==> src/rtl/unidade_busca_if.sv <==
// Bus between the instruction fetch stage and its surroundings:
// the execute-stage controls, the instruction ROM and the decode stage.
// The fetch unit takes the slave modport. Whatever drives and observes
// it (the datapath, or a bench) takes the master modport.
//
// Transfer semantics: there is no back-pressure. "valida" is a
// qualifier only. instrucao carries a real fetched word in exactly the
// cycles where valida is high. The downstream stage must consume that
// word in the same cycle. "habilita" is the only way to stop fetch.
// When habilita is low, pc, instrucao and valida all hold their value.
// "estado" exposes the fetch FSM state for observation.
interface unidade_busca_if #(
  parameter int LARGURA_PC = 12
);
  logic                  habilita;
  logic                  desvio;
  logic [LARGURA_PC-1:0] endereco_desvio;
  logic                  confirma;
  logic [31:0]           instrucao_mem;
  logic [LARGURA_PC-1:0] pc;
  logic [31:0]           instrucao;
  logic                  valida;
  logic                  esperando;
  logic                  parado;
  logic [31:0]           contagem;
  logic [1:0]            estado;

  modport master (
    output habilita, desvio, endereco_desvio, confirma, instrucao_mem,
    input  pc, instrucao, valida, esperando, parado, contagem, estado
  );

  modport slave (
    input  habilita, desvio, endereco_desvio, confirma, instrucao_mem,
    output pc, instrucao, valida, esperando, parado, contagem, estado
  );
endinterface

==> src/rtl/unidade_busca.sv <==
// unidade_busca: the instruction fetch stage in front of a combinational ROM.
// This module owns the PC. It registers the word the ROM returns into
// instrucao, one clock after the pc value. It applies redirects from
// execute as a one-bubble flush. It stops on IN until the operator
// confirms, and stops on HLT until reset.
// Optional build macro: CONTADOR_INSTRUCOES_EN. When it is defined, the
// module counts fetched instructions on contagem. When it is not
// defined, contagem is tied to zero.
module unidade_busca #(
  parameter int          LARGURA_PC       = 12,
  parameter logic [LARGURA_PC-1:0] ENDERECO_INICIAL = '0,
  parameter logic [4:0]  OPCODE_IN        = 5'd20,
  parameter logic [4:0]  OPCODE_HLT       = 5'd21,
  parameter logic [31:0] PALAVRA_NOP      = {5'd23, 27'd0}
) (
  input logic             clock,
  input logic             reset,
  unidade_busca_if.slave  bus
);

  typedef enum logic [1:0] {
    BUSCA  = 2'd0,
    ESPERA = 2'd1,
    PARADO = 2'd2
  } estado_t;

  localparam logic [LARGURA_PC-1:0] UM_PC = {{(LARGURA_PC-1){1'b0}}, 1'b1};

  estado_t               r_estado;
  estado_t               w_estado_prox;
  logic [LARGURA_PC-1:0] r_pc;
  logic [LARGURA_PC-1:0] w_pc_prox;
  logic [31:0]           r_instrucao;
  logic [31:0]           w_instrucao_prox;
  logic                  r_valida;
  logic                  w_valida_prox;
  logic [4:0]            w_op;

  // The opcode under test is in the word the ROM returns for the current pc.
  assign w_op = bus.instrucao_mem[31:27];

  // Next-state and next-register values. A redirect takes priority over
  // what the state would do. habilita gates fetch only while in BUSCA.
  always_comb begin
    w_estado_prox    = r_estado;
    w_pc_prox        = r_pc;
    w_instrucao_prox = r_instrucao;
    w_valida_prox    = r_valida;
    case (r_estado)
      BUSCA: begin
        if (bus.desvio) begin
          w_pc_prox        = bus.endereco_desvio;
          w_instrucao_prox = PALAVRA_NOP;
          w_valida_prox    = 1'b0;
        end else if (bus.habilita) begin
          w_instrucao_prox = bus.instrucao_mem;
          w_valida_prox    = 1'b1;
          if (w_op == OPCODE_HLT) begin
            // pc stays on the HLT word.
            w_estado_prox = PARADO;
          end else begin
            w_pc_prox = r_pc + UM_PC;
            if (w_op == OPCODE_IN) begin
              w_estado_prox = ESPERA;
            end
          end
        end
      end
      ESPERA: begin
        w_valida_prox = 1'b0;
        if (bus.desvio) begin
          w_pc_prox        = bus.endereco_desvio;
          w_instrucao_prox = PALAVRA_NOP;
          w_estado_prox    = BUSCA;
        end else if (bus.confirma) begin
          // No fetch happens on the confirming edge. Fetch resumes on the next edge.
          w_estado_prox = BUSCA;
        end
      end
      PARADO: begin
        // In PARADO, everything except reset is ignored.
        w_valida_prox = 1'b0;
      end
      default: begin
        w_estado_prox    = BUSCA;
        w_valida_prox    = 1'b0;
      end
    endcase
  end

  // State and datapath registers, cleared asynchronously.
  always_ff @(posedge clock or posedge reset) begin
    if (reset) begin
      r_estado    <= BUSCA;
      r_pc        <= ENDERECO_INICIAL;
      r_instrucao <= PALAVRA_NOP;
      r_valida    <= 1'b0;
    end else begin
      r_estado    <= w_estado_prox;
      r_pc        <= w_pc_prox;
      r_instrucao <= w_instrucao_prox;
      r_valida    <= w_valida_prox;
    end
  end

`ifdef CONTADOR_INSTRUCOES_EN
  logic        w_carrega;
  logic [31:0] r_contagem;

  // A fetch is counted on every edge that loads valida with 1.
  assign w_carrega = (r_estado == BUSCA) && !bus.desvio && bus.habilita;

  // Counts fetched instructions. It wraps naturally and only reset clears it.
  always_ff @(posedge clock or posedge reset) begin
    if (reset) begin
      r_contagem <= '0;
    end else if (w_carrega) begin
      r_contagem <= r_contagem + 32'd1;
    end
  end

  assign bus.contagem = r_contagem;
`else
  assign bus.contagem = 32'd0;
`endif

  assign bus.pc        = r_pc;
  assign bus.instrucao = r_instrucao;
  assign bus.valida    = r_valida;
  assign bus.esperando = (r_estado == ESPERA);
  assign bus.parado    = (r_estado == PARADO);
  assign bus.estado    = r_estado;

endmodule

==> src/flat_wrapper.sv <==
// flat-port wrapper written by rule: the top's interface ports become plain ports
module unidade_busca_flat 
#(
  parameter int          LARGURA_PC       = 12,
  parameter logic [LARGURA_PC-1:0] ENDERECO_INICIAL = '0,
  parameter logic [4:0]  OPCODE_IN        = 5'd20,
  parameter logic [4:0]  OPCODE_HLT       = 5'd21,
  parameter logic [31:0] PALAVRA_NOP      = {5'd23, 27'd0}
)
  (clock, reset, bus_habilita, bus_desvio, bus_endereco_desvio, bus_confirma, bus_instrucao_mem, bus_pc, bus_instrucao, bus_valida, bus_esperando, bus_parado, bus_contagem, bus_estado);
  unidade_busca_if #(.LARGURA_PC(LARGURA_PC)) bus_i ();
  input logic clock;
  input logic reset;
  input wire logic [$bits(bus_i.habilita)-1:0] bus_habilita;
  input wire logic [$bits(bus_i.desvio)-1:0] bus_desvio;
  input wire logic [$bits(bus_i.endereco_desvio)-1:0] bus_endereco_desvio;
  input wire logic [$bits(bus_i.confirma)-1:0] bus_confirma;
  input wire logic [$bits(bus_i.instrucao_mem)-1:0] bus_instrucao_mem;
  output wire logic [$bits(bus_i.pc)-1:0] bus_pc;
  output wire logic [$bits(bus_i.instrucao)-1:0] bus_instrucao;
  output wire logic [$bits(bus_i.valida)-1:0] bus_valida;
  output wire logic [$bits(bus_i.esperando)-1:0] bus_esperando;
  output wire logic [$bits(bus_i.parado)-1:0] bus_parado;
  output wire logic [$bits(bus_i.contagem)-1:0] bus_contagem;
  output wire logic [$bits(bus_i.estado)-1:0] bus_estado;
  assign bus_i.habilita = bus_habilita;
  assign bus_i.desvio = bus_desvio;
  assign bus_i.endereco_desvio = bus_endereco_desvio;
  assign bus_i.confirma = bus_confirma;
  assign bus_i.instrucao_mem = bus_instrucao_mem;
  assign bus_pc = bus_i.pc;
  assign bus_instrucao = bus_i.instrucao;
  assign bus_valida = bus_i.valida;
  assign bus_esperando = bus_i.esperando;
  assign bus_parado = bus_i.parado;
  assign bus_contagem = bus_i.contagem;
  assign bus_estado = bus_i.estado;
  unidade_busca #(.LARGURA_PC(LARGURA_PC), .ENDERECO_INICIAL(ENDERECO_INICIAL), .OPCODE_IN(OPCODE_IN), .OPCODE_HLT(OPCODE_HLT), .PALAVRA_NOP(PALAVRA_NOP)) u_core (.clock(clock), .reset(reset), .bus(bus_i));
endmodule
==> config.mk <==
export PLATFORM = sky130hd
export DESIGN_NAME = unidade_busca_flat
export DESIGN_NICKNAME = d
export VERILOG_FILES = /design/src/rtl/unidade_busca_if.sv /design/src/rtl/unidade_busca.sv /design/src/flat_wrapper.sv
export SDC_FILE = /design/constraint.sdc
export NUM_CORES = 1
export LEC_CHECK = 0
export ABC_CLOCK_PERIOD_IN_PS = 3800
export CAP_MARGIN = 0
export CELL_PAD_IN_SITES_DETAIL_PLACEMENT = 0
export CELL_PAD_IN_SITES_GLOBAL_PLACEMENT = 1
export CORE_MARGIN = 2
export CORE_UTILIZATION = 31
export CTS_BUF_LIST = sky130_fd_sc_hd__clkbuf_2 sky130_fd_sc_hd__clkbuf_4 sky130_fd_sc_hd__clkbuf_8
export DETAILED_ROUTE_END_ITERATION = 8
export GPL_ROUTABILITY_DRIVEN = 0
export PLACE_DENSITY_LB_ADDON = 0.3
export SYNTH_ARGS = -nofsm -noshare
export SYNTH_HDL_FRONTEND = slang
export SYNTH_SLANG_ARGS = --single-unit
==> constraint.sdc <==
create_clock -name clock -period 3.8 [get_ports clock]
set_clock_uncertainty 0.15 [all_clocks]
set_input_delay 0.38 -clock clock [delete_from_list [all_inputs] [get_ports clock]]
set_output_delay 0.38 -clock clock [all_outputs]
set_load 0.05 [all_outputs]
==> metrics <==
hold crit path type flip-flop to flip-flop; Worst Min Path Start u_core.bus.instrucao[28]; register area 1181 µm²; Vert. Die Dim 93.22 µm; number of buffers added for setup after CTS 0; total count of hold-check failures in the final report 0; overall routing resource usage 14.71%; EDFF count, synth 0; count of endpoints failing setup in the final report 0; Post-Route Utilization 45.00%; total power density per cell area 549.3 nW/µm²; clock sink count 47; element type at the critical path start flip-flop; compound-cell area share of the yosys netlist 17.95%; Leakage 1.469 nW; Post-CTS Hold Buffers 0; count of routing violations after the opening detailed-route iteration 65; number of filler cells placed in the layout 752; residual DRC count 0; first element of the critical path u_core.bus.estado[1]; initial core utilization 31.93%; capturing element type of the critical path output port; proportion of register bits with asynchronous set or reset after synthesis 100.0%; simple-gate portion of the synthesized area 19.22%; placed instance count 462; number of synthesized register bits 47; CTS Root Buffer Type clkbuf_8; relative area change from synthesis to final layout 40.92%; portion of the post-synthesis area used by sequential elements 47.87%; XOR/XNOR share of the synthesized area 0%; core region area 7727 µm²; count of warnings emitted by yosys 0; Netlist Area Pre-Place 2467 µm²; Relative slew margins 33.80%; routed vias/inst 4.611; antenna violations before repair 0; Clock transition at path regs 0.09 ns; maximum buffer depth of the clock tree 2; power consumption 1.910 mW; internal reg-to-reg setup slack 1.52 ns; crit path time final 2.632 ns; startpoint of the lowest-slack register-to-register path u_core.bus.estado[1]; Switching Share 45.42%; setup repair after global routing missed its margin false; top achievable clock speed 379.9 MHz; most frequent cells in the layout clkdlybuf4s50_1 (97), nand2_1 (64), dfrtp_1 (43); Die ar. 8689 µm²; clock network fraction of total power 16.9%; mux cell area share after synthesis 0.4057%; hold slack final 0.3181 ns; standard-cell rows 32; wire length of the first global-routing pass 10,340 µm; Setup crit end bus_esperando; number of antenna-violating nets in the routed design 0; total negative slack for setup checks 0 ns; length in cells of the worst reg-to-reg path 7; Max Slew Vio Count 0; vias in the first global route 2,151; Remaining Overflow, GRT 0; leading cell type in the layout, fill and taps excluded clkdlybuf4s50_1; main flop type after synthesis dfrtp_1; maximum number of pins on one net before global-route repair 65; largest driver fanout on the critical path 10; worst path arrival time 2.10 ns; status completed; main combinational cell family by area after synthesis simple AND/OR/NAND/NOR gates; adder and majority cell fraction of the synthesized area 0.5071%; required time of the worst setup path 3.27 ns; logic gate share of total power 47.2%; max-cap viol count 0; area of combinational cells with multiple inputs 1061 µm²; register share of total power 35.8%; fraction of the cycle the final worst path needs 69.26%; Post-Layout Cell Count 470; internal power component 1.042 mW; port buffer count 97; Total Nets Final 417; routed wirelength normalized by instance count 13.28 µm; sum of routed wire length over all layers 6242 µm; count of distinct cell types in the synthesized netlist 44; per-instance average area after synthesis 8.875 µm²; Worst Setup Path Type flip-flop to output port; Via Count 2,167; largest voltage drop on the vdd net 0.2071 mV; worst reg2reg path endpoint u_core.bus.instrucao[21]; Least-Margin Pin Slew 0.9915 ns; Post-Syn Instances 278; clock tree from TritonCTS yes; x dimension of the die 93.22 µm; switching power 0.8676 mW; ratio of cells with drive above 1 in the final layout 6.793%; count of instances resized after the clock tree is built 0; sum of net half-perimeters after detailed placement 4483 µm; Ports 130; clock network latency to the later pin of the worst-skew pair 0.29 ns; diode insertion count for antenna repair 0; iteration count of the initial detailed-routing pass 4; number of buffers added by the clock tree synthesis step 5; H-tree level count 2
[synthesized netlist by cell type, drive strengths merged, types with 2 or more instances]
library cell | n | share of area [%]
nand2 | 67 | 10
inv | 4 | 0.61
clkbuf | 4 | 0.61
and3 | 4 | 1.1
a21oi | 4 | 0.81
nand3 | 5 | 1.2
dfstp | 4 | 4.3
nor2 | 8 | 1.3
nor3 | 6 | 1.2
a32oi | 2 | 0.71
o21ai | 39 | 7.9
dfrtp | 43 | 44
nand2b | 2 | 0.51
a2bb2oi | 6 | 2.1
nand4 | 2 | 0.51
o31ai | 3 | 0.91
buf | 45 | 13
nor4b | 2 | 0.71
or4 | 3 | 0.91
o22ai | 4 | 1.0
a211oi | 7 | 2.1
[logic make-up (layout without fill, tap and decap cells)]
group	Yosys count	after routing
DFF	47	47
buffers and inverters	53	112
muxes	1	1
adders and majority gates	1	1
AOI/OAI and AO/OA	72	72
and+or+nand+nor	103	103
other	1	32
[worst max-delay path, stage by stage, from the launching register on]
cell	delay [ns]
dfrtp_1	0.45
nand2b_1	0.28
inv_2	0.23
clkdlybuf4s50_1	0.84
[sequential cells by signal, indices dropped and copies added (netlist names)]
register              flops
u_core.bus.valida         1
u_core.bus.estado         2
u_core.bus.instrucao     32
u_core.bus.pc            12
[per-layer routing]
metal	global-route usage, %	vias up	wire (µm)	share of wire, %
met2	22.64	95	2803	45
met4	3.554	0	46	0.74
met5	0	-	0	0
met1	20.99	996	2924	47
met3	3.465	4	467	7.5
li1	-	1072	-	-
[worst min path at each step]
stage / slack (ns) / to / cells after the start
final: 0.32 / u_core.bus.instrucao[28] / 2
after global routing: 0.35 / u_core.bus.instrucao[29] / 2
after CTS: 0.32 / u_core.bus.instrucao[29] / 2
after detailed placement: 0.31 / u_core.bus.instrucao[29] / 2
after global placement: 0.30 / u_core.bus.instrucao[28] / 2
after floorplan: 0.36 / u_core.bus.instrucao[0] / 2
[final cells by class]
| cell class | count | share of cell area (%) |
|---|---|---|
| Sequential cell | 47 | 33.97 |
| Multi-Input combinational cell | 209 | 30.51 |
| Timing Repair Buffer | 100 | 28.57 |
| Tap cell | 102 | 3.670 |
| Clock buffer | 6 | 2.375 |
| Clock inverter | 2 | 0.4678 |
| Inverter | 4 | 0.4318 |
[power groups by stage]
stage / clock [mW] / sequential [mW] / combinational [mW]
after floorplan: 0 / 1.02 / 0.301
after global placement: 0 / 0.696 / 0.903
after detailed placement: 0 / 0.695 / 0.905
after CTS: 0.335 / 0.686 / 0.908
after global routing: 0.361 / 0.700 / 0.956
final: 0.323 / 0.685 / 0.902
[metrics by stage]
stage	area [µm²]	setup WS, ns
floorplan	2584	1.719
global placement	3378	1.173
detailed placement	3378	1.130
CTS	3477	1.163
global route	3477	1.083
finish	3477	1.168
Note: power is estimated with default switching activity, not from simulation.
